File: config.mk
export PLATFORM = sky130hd
export DESIGN_NAME = dcache_direct
export DESIGN_NICKNAME = d
export VERILOG_FILES = /design/src/rtl/dcache_direct.sv
export SDC_FILE = /design/constraint.sdc
export NUM_CORES = 2
export LEC_CHECK = 0
export BUFFER_PORTS_ARGS = -buffer_cell sky130_fd_sc_hd__buf_2
export CAP_MARGIN = 10
export CORE_ASPECT_RATIO = 0.9
export CORE_MARGIN = 1.5
export CORE_UTILIZATION = 40
export CTS_CLUSTER_DIAMETER = 60
export DETAILED_ROUTE_END_ITERATION = 6
export HOLD_SLACK_MARGIN = 0.08
export SYNTH_ARGS = -nofsm -noshare
export SYNTH_HDL_FRONTEND = slang
export SYNTH_SLANG_ARGS = --single-unit
File: constraint.sdc
create_clock -name CLK -period 19.7 [get_ports CLK]
set_clock_uncertainty 0.05 [all_clocks]
set_input_delay 2.955 -clock CLK [delete_from_list [all_inputs] [get_ports CLK]]
set_output_delay 2.955 -clock CLK [all_outputs]
set_load 0.1 [all_outputs]
File: src/rtl/dcache_direct.sv
// dcache_direct: direct-mapped, write-back, write-allocate data cache with
// one-word lines. It serves the datapath dcache port and masters the memory
// controller port on misses and during the halt flush.
// Optional LL/SC support is enabled by defining DCACHE_LLSC_EN.
module dcache_direct #(
    parameter int SETS  = 16,
    parameter int WORDW = 32
) (
    input  logic             CLK,
    input  logic             nRST,
    input  logic             halt,
    input  logic             dmemREN,
    input  logic             dmemWEN,
    input  logic             datomic,
    input  logic [31:0]      dmemaddr,
    input  logic [WORDW-1:0] dmemstore,
    output logic             dhit,
    output logic [WORDW-1:0] dmemload,
    output logic             flushed,
    output logic             dREN,
    output logic             dWEN,
    output logic [31:0]      daddr,
    output logic [WORDW-1:0] dstore,
    input  logic             dwait,
    input  logic [WORDW-1:0] dload
);
    localparam int IDXW = $clog2(SETS);
    localparam int TAGW = 30 - IDXW;

    typedef enum logic [2:0] {IDLE, WB, FETCH, FLUSH, FLUSH_WB, DONE} state_t;

    state_t           r_state, w_next;
    logic [SETS-1:0]  r_valid, r_dirty;
    logic [TAGW-1:0]  r_tag  [SETS];
    logic [WORDW-1:0] r_data [SETS];
    logic [29:0]      r_maddr;
    logic [IDXW-1:0]  r_cnt;

    logic [IDXW-1:0]  w_idx, w_midx;
    logic [TAGW-1:0]  w_tag, w_mtag;
    logic             w_req, w_hit, w_serve, w_wr_hit, w_cnt_last;
    logic             w_sc, w_sc_fail;
    logic             w_unused;

    assign w_idx      = dmemaddr[IDXW+1:2];
    assign w_tag      = dmemaddr[31:IDXW+2];
    assign w_midx     = r_maddr[IDXW-1:0];
    assign w_mtag     = r_maddr[29:IDXW];
    assign w_req      = dmemREN | dmemWEN;
    assign w_hit      = r_valid[w_idx] && (r_tag[w_idx] == w_tag);
    assign w_serve    = (r_state == IDLE) && w_req && !halt;
    assign w_wr_hit   = w_serve && w_hit && dmemWEN && !w_sc_fail;
    assign w_cnt_last = (r_cnt == IDXW'(SETS - 1));
    assign w_unused   = ^{dmemaddr[1:0], datomic};

`ifdef DCACHE_LLSC_EN
    logic        r_link_valid;
    logic [29:0] r_link_addr;
    logic        w_ll;

    assign w_sc      = datomic & dmemWEN;
    assign w_ll      = datomic & dmemREN & ~dmemWEN;
    assign w_sc_fail = w_sc & ~(r_link_valid && (r_link_addr == dmemaddr[31:2]));

    // Link register: set by LL on its hit, cleared by reset, halt, or any write to the linked word
    always_ff @(posedge CLK) begin
        if (!nRST || halt) begin
            r_link_valid <= 1'b0;
            r_link_addr  <= '0;
        end else if (w_serve && w_hit && w_ll) begin
            r_link_valid <= 1'b1;
            r_link_addr  <= dmemaddr[31:2];
        end else if (w_wr_hit && (r_link_addr == dmemaddr[31:2])) begin
            r_link_valid <= 1'b0;
        end
    end
`else
    assign w_sc      = 1'b0;
    assign w_sc_fail = 1'b0;
`endif

    // State register, line status bits, miss address latch and flush counter
    always_ff @(posedge CLK) begin
        if (!nRST) begin
            r_state <= IDLE;
            r_valid <= '0;
            r_dirty <= '0;
            r_maddr <= '0;
            r_cnt   <= '0;
        end else begin
            r_state <= w_next;
            case (r_state)
                IDLE: begin
                    if (halt) begin
                        r_cnt <= '0;
                    end else if (w_serve && !w_hit && !w_sc_fail) begin
                        r_maddr <= dmemaddr[31:2];
                    end
                    if (w_wr_hit) r_dirty[w_idx] <= 1'b1;
                end
                WB: if (!dwait) r_dirty[w_midx] <= 1'b0;
                FETCH: if (!dwait) begin
                    r_valid[w_midx] <= 1'b1;
                    r_dirty[w_midx] <= 1'b0;
                end
                FLUSH: if (!r_dirty[r_cnt] && !w_cnt_last) r_cnt <= r_cnt + 1'b1;
                FLUSH_WB: if (!dwait) begin
                    r_dirty[r_cnt] <= 1'b0;
                    if (!w_cnt_last) r_cnt <= r_cnt + 1'b1;
                end
                default: ;
            endcase
        end
    end

    // Line tag/data storage: write hits and fills; contents are don't-care while invalid
    always_ff @(posedge CLK) begin
        if (w_wr_hit) begin
            r_data[w_idx] <= dmemstore;
        end else if (r_state == FETCH && !dwait) begin
            r_data[w_midx] <= dload;
            r_tag[w_midx]  <= w_mtag;
        end
    end

    // Next-state and output decode
    always_comb begin
        w_next   = r_state;
        dhit     = 1'b0;
        dmemload = '0;
        flushed  = 1'b0;
        dREN     = 1'b0;
        dWEN     = 1'b0;
        daddr    = '0;
        dstore   = '0;
        case (r_state)
            IDLE: begin
                if (halt) begin
                    w_next = FLUSH;
                end else if (w_req) begin
                    if (w_sc_fail) begin
                        dhit = 1'b1;
                    end else if (w_hit) begin
                        dhit     = 1'b1;
                        dmemload = w_sc ? WORDW'(1) : r_data[w_idx];
                    end else if (r_valid[w_idx] && r_dirty[w_idx]) begin
                        w_next = WB;
                    end else begin
                        w_next = FETCH;
                    end
                end
            end
            WB: begin
                dWEN   = 1'b1;
                daddr  = {r_tag[w_midx], w_midx, 2'b00};
                dstore = r_data[w_midx];
                if (!dwait) w_next = FETCH;
            end
            FETCH: begin
                dREN  = 1'b1;
                daddr = {r_maddr, 2'b00};
                if (!dwait) w_next = IDLE;
            end
            FLUSH: begin
                if (r_dirty[r_cnt]) w_next = FLUSH_WB;
                else if (w_cnt_last) w_next = DONE;
            end
            FLUSH_WB: begin
                dWEN   = 1'b1;
                daddr  = {r_tag[r_cnt], r_cnt, 2'b00};
                dstore = r_data[r_cnt];
                if (!dwait) w_next = w_cnt_last ? DONE : FLUSH;
            end
            DONE: flushed = 1'b1;
            default: w_next = IDLE;
        endcase
    end
endmodule

## Yosys cells after proc, flatten, opt, wreduce, memory -nomap -nowiden

Memory sizes are Yosys's and may differ from the RTL's. A register that Yosys moved wholly into a read port is not among the register bits.
Index checks and enable logic that the tools add are counted.

- $add $sub $neg: 1
- Magnitude comparators: 6
- Equal/unequal tests: 18
- Mux-type cells: 61
- Bitwise logic cells: 10
- Reduce and logical (&&, ||, !) cells: 28

Operators with widths:

| kind | count |
|---|---|
| $mux 32 | 5 |
| $pmux 32 s3 | 1 |
| $pmux 32 s2 | 1 |
| $mux 4 | 13 |
| $mux 16 | 3 |
| $pmux 16 s3 | 1 |
| $and 16x16->16 | 2 |
| $not 16->16 | 2 |
| $or 16x16->16 | 2 |
| $reduce_or 32->1 | 1 |
| $mux 3 | 9 |
| $eq 26x26->1 | 1 |
| $mux 1 | 19 |
| $pmux 3 s6 | 1 |
| $ne 2x2->1 const B | 8 |
| $lt 4x5->1 const B | 3 |
| $bmux 1 s4 | 3 |
| $demux 1 s4 | 3 |
| $ge 4x1->1 const B | 3 |
| $logic_and 1x1->1 | 12 |
| $pmux 4 s3 | 1 |
| $ne 3x3->1 const B | 3 |
| $reduce_and 7->1 | 1 |
| $eq 3x2->1 const B | 2 |
| other kinds (15) | 24 |

- Register bits after elaboration: 69
- Memory bits (writable): 928
- Bits of input ports: 103
- Output and inout bits: 100
- Logic and storage cells: 131
- Memories: 2

Memories:

| memory | words | width | rd ports | clocked after Yosys merged registers in | write ports | line | source |
|---|---|---|---|---|---|---|---|
| r_data | 16 | 32 | 3 | 2 | 1 | 35 | `logic [WORDW-1:0] r_data [SETS];` |
| r_tag | 16 | 26 | 3 | 2 | 1 | 34 | `logic [TAGW-1:0] r_tag [SETS];` |

## Depth between registers and ports, before layout

- Depth in word-level cells: 9
- Gate-level depth with buffers: 15
- Gate-level depth less buffers: 9

## Worst setup path before layout

OpenSTA, ideal clock, no wires.

- Path kind: input to output
- Start: in dmemaddr[3]
- End: out dmemload[10]
- Data arrival time: 7176 ps
- Required time: 16695 ps
- Path slack: 9519 ps
- Cell stages on the path: 14
- Buffers on the path: 5
- Cell sequence: buf_4 buf_6 buf_4 buf_2 mux2i_1 nor3_1 a2111oi_0 o21ai_0 and3_1 or3b_1 nor4_4 o211ai_2 buf_2 nor2b_1

- Cells in the longest elaborated chain, start to end: 7
- Elaborated cells on any way between the ends: 10
- Classes of those cells: eq/ne (1); mux (6); reduce/logical (1); memory (2)

RTL lines:

| what | line | source |
|---|---|---|
| start, declared | 15 | `input logic [31:0] dmemaddr,` |
| $mem_v2 16x26 or $bmux 1 s4 (tied branches) | - |  |
| $eq 26x26->1 or $mux 1 (tied branches) | 50 | `assign w_hit = r_valid[w_idx] && (r_tag[w_idx] == w_tag);` |
| $logic_and 1x1->1 | 50 |  |
| $mux 32 (*) | 143 | `end else if (w_hit) begin` |
| $mux 32 (*) | 140 | `end else if (w_req) begin` |
| $mux 32 (*) | 138 | `if (halt) begin` |
| $mux 32 (*) | 136 | `case (r_state)` |
| end, declared | 18 | `output logic [WORDW-1:0] dmemload,` |

Mark *: on every way between the ends. The rest lies on a longest branch, timed or not. The select of a mux whose other input is x is not followed.

## Worst setup path in the final report

- Start: in dmemaddr[3]
- End: out dmemload[19]

Same word-level chain as after synthesis.

==> run_results.csv <==
group,metric,value,unit
outcome,status,"finished, final reports clean",
logic_synthesis,netlist_instances,3064,
route,viasPerCell,6.53,
route,drt_wl_total,171,mm
cts,post_cts_buffers,0,
sta,tightest_slew,1150,ps
floorplanning,fp.coreArea,0.136,mm^2
sta,maxSlewHeadroom,23.1,%
route,vias,33300,
route,remaining_drc_errors,0,
sta,fin_crit,12100,ps
min_path,hold_depth,1,
logic_synthesis,avgSynthCellArea,17.9,um^2
flow_run,maxCapViolCount,0,
global_routing,grt_start_max_net_pins,134,
setup_path,worstReg2RegStart,"r_tag[10][9]",
sta,setup_violations,0,
setup_path,worstPathRequired,16700,ps
placed_design,hpwl,92.0,mm
cts,clkSlewWorstSetupHoldPaths,60,ps
cts,cts-resized-gates,0,
placed_design,gp_routability_congestion,0.855,
power,ir_worst_vdd,0.0675,mV
power,powerDensity,89.6,mW/mm^2
setup_path,crit_family,"buffers and inverters",
cts,h-tree-depth,3,
setup_path,crit_type,"input port to output port",
route,antenna_left,0,
floorplanning,fp.dieH,355,um
logic_synthesis,yosysSeqAreaShare,53.5,%
final_layout,drive_gt1_share,41.9,%
cts,numCtsBuffers,109,
final_layout,utilization,45.6,%
sta,hold_viol_final,0,
cts,clockRootBuffer,"clkbuf_16",
setup_path,critPathBufInv,5,
global_routing,globalRouteOverflowTotal,0,
floorplanning,dieArea,0.140,mm^2
final_layout,areaGrowthSynthToFinish,12.6,%
cts,insertion_delay,710,ps
global_routing,grt_pass1_vias,33400,
min_path,holdCritStartpoint,"r_valid[14]",
floorplanning,num_rows,128,
setup_path,critPathCaptureType,"output port",
setup_path,reg2reg_slack,14090,ps
setup_path,reg2reg_depth,10,
route,drt_iter0_drc,4190,
cts,cts_tree,"yes",
cts,cts_sinks,1005,
floorplanning,start_util,40.5,%
final_layout,layout_common_cells,"928 x edfxtp_1, 826 x mux4_2, 286 x nand2_1",
logic_synthesis,synth_edf_count,928,
final_layout,nets,3285,
logic_synthesis,ys_seq_elements,1005,
placed_design,port_buffers,197,
sta,min_period_over_period,61.4,%
setup_path,worstReg2RegEnd,"r_data[10][31]",
final_layout,final_common_cell,"edfxtp_1",
sta,timing.fmax,82.7,MHz
setup_path,crit_slowest_cell,"buf_4",
global_routing,grt_pass1_wl,244,mm
floorplanning,boundaryPins,203,
setup_path,cp_common_cell,"buf_4",
cts,hold_buffers,0,
setup_path,cp_data_arrival_time,9090,ps
logic_synthesis,ys.warnings.count,0,
logic_synthesis,ys_types,68,
global_routing,track_usage,24.3,%
setup_path,crit_path_cell_trace,"buf_8 > buf_4 > buf_4 > nand2b_1 > o22ai_1 > nor3_1 > o32a_1 > a311oi_1 > nand4_1 > nor4_4 > o211ai_4 > buf_4 > nor2b_1 > buf_2",
logic_synthesis,synth_ff_type,"edfxtp_1",
sta,finalSetupTns,0,ps
setup_path,crit_fanout,65,
setup_path,slowest_delay,870,ps
min_path,hold_path_end,"r_valid[14]",
route,drtPass1Iterations,5,
global_routing,grt_antenna_before_repair,13,
logic_synthesis,syn_area,0.0550,mm^2
logic_synthesis,async_reset_ff_share,0,%
setup_path,startpoint_type,"input port",
sta,rsz0062_at_grt,"false",
route,wl_per_cell,33.4,um
power,leakagePower,19.1,nW
sta,finalMaxSlewViolations,0,
min_path,min_path_type,"register to register",
floorplanning,die_w,394,um
cts,clockBufferDepth,3,
## per-stage QoR
step	instance area [um^2]	hold WS (ps)	setup WS [ps]	power (mW)	instances
2_1_floorplan	55000	385	9520	3.13	3065
3_3_place_gp	58100	392	7830	3.40	4887
3_5_place_dp	58100	402	7730	3.41	4887
4_1_cts	61900	416	7730	5.58	5094
5_1_grt	61900	432	7480	5.71	5095
6_report	61900	409	7600	5.55	5100
## state kept, by name, summed over array words and instances, names as in the netlist, named ones only
signal   cells
r_cnt        4
r_data     512
r_dirty     16
r_maddr     30
r_state      3
r_tag      416
r_valid     16
## power by group
group | leakage, nW | switching (mW) | total, mW | internal [mW]
Sequential | 9.06 | 0.0696 | 2.49 | 2.42
Clock | 1.86 | 0.879 | 2.18 | 1.31
Combinational | 8.22 | 0.550 | 0.872 | 0.322
## Yosys cell counts, drive strengths merged (7+ instances only)
cell    count  area, um^2
nor2b      47         294
o41ai       9        78.8
edfxtp    928       27900
mux2i      96         961
o31ai      10        75.1
nand2b     12        75.1
nand4       7        43.8
nor3       12        60.1
buf       106         528
nand3      18        90.1
a21oi      14        70.1
nand2     286        1070
o22ai      25         156
a221oi     11        96.3
o21ai      89         445
mux2       33         372
nor4       10        77.6
xor2       20         175
nor2       39         149
dfxtp      77        1540
mux4      826       18600
o21a       18         135
clkbuf    166         623
or3        10        62.6
inv        62         233
o21bai      8        60.1
o211ai      9        72.6
xnor2      15         131
a22oi      32         240
## cell families (layout without fill, tap and decap cells)
| kind of cell | count (synthesis) | count (layout) | synth area share (%) |
|---|---|---|---|
| adder cells (fa/ha/maj) | 4 | 4 | 0.0911 |
| buffers and inverters | 334 | 543 | 2.52 |
| other | 1 | 8 | 0.00682 |
| AO/OA/AOI/OAI | 264 | 264 | 3.21 |
| multiplexers | 955 | 955 | 36.3 |
| AND/OR/NAND/NOR | 466 | 466 | 3.84 |
| XOR/XNOR | 35 | 35 | 0.558 |
| flip-flops | 1005 | 1005 | 53.5 |
## per-layer routing
metal	wire, um	share of wire, %	vias to the layer above	track usage (%)
li1	-	-	13300	-
met1	67100	39	17900	33.0
met2	83500	49	1733	39.6
met3	14900	8.7	275	4.61
met4	5050	3.0	4	7.79
met5	23	0.013	-	0
## final cells by class
class,instances,area [um^2]
Antenna cell,6,15.0
Multi-Input combinational cell,1726,24500
Fill cell,11600,73900
Clock inverter,76,918
Timing Repair Buffer,274,1610
Sequential cell,1005,29400
Tap cell,1820,2280
Inverter,62,233
Clock buffer,131,2910
## worst reg2reg max path, cell delays in order, from the launching register on
cell	delay, ps
edfxtp_1	430
mux4_2	490
mux2i_1	250
xor2_1	630
nand2_1	120
nor4_1	590
o221ai_1	280
nor4_1	870
nand3_1	530
o22ai_4	230
buf_4	600
## worst max path at each step
stage,cells after the start,to,from
2_1_floorplan,14,dmemload[10],dmemaddr[3]
3_3_place_gp,14,dmemload[27],dmemaddr[2]
3_5_place_dp,14,dmemload[19],dmemaddr[3]
4_1_cts,14,dmemload[19],dmemaddr[3]
5_1_grt,14,dmemload[16],dmemaddr[2]
6_report,14,dmemload[19],dmemaddr[3]
Note: power is estimated with default switching activity, not from simulation.
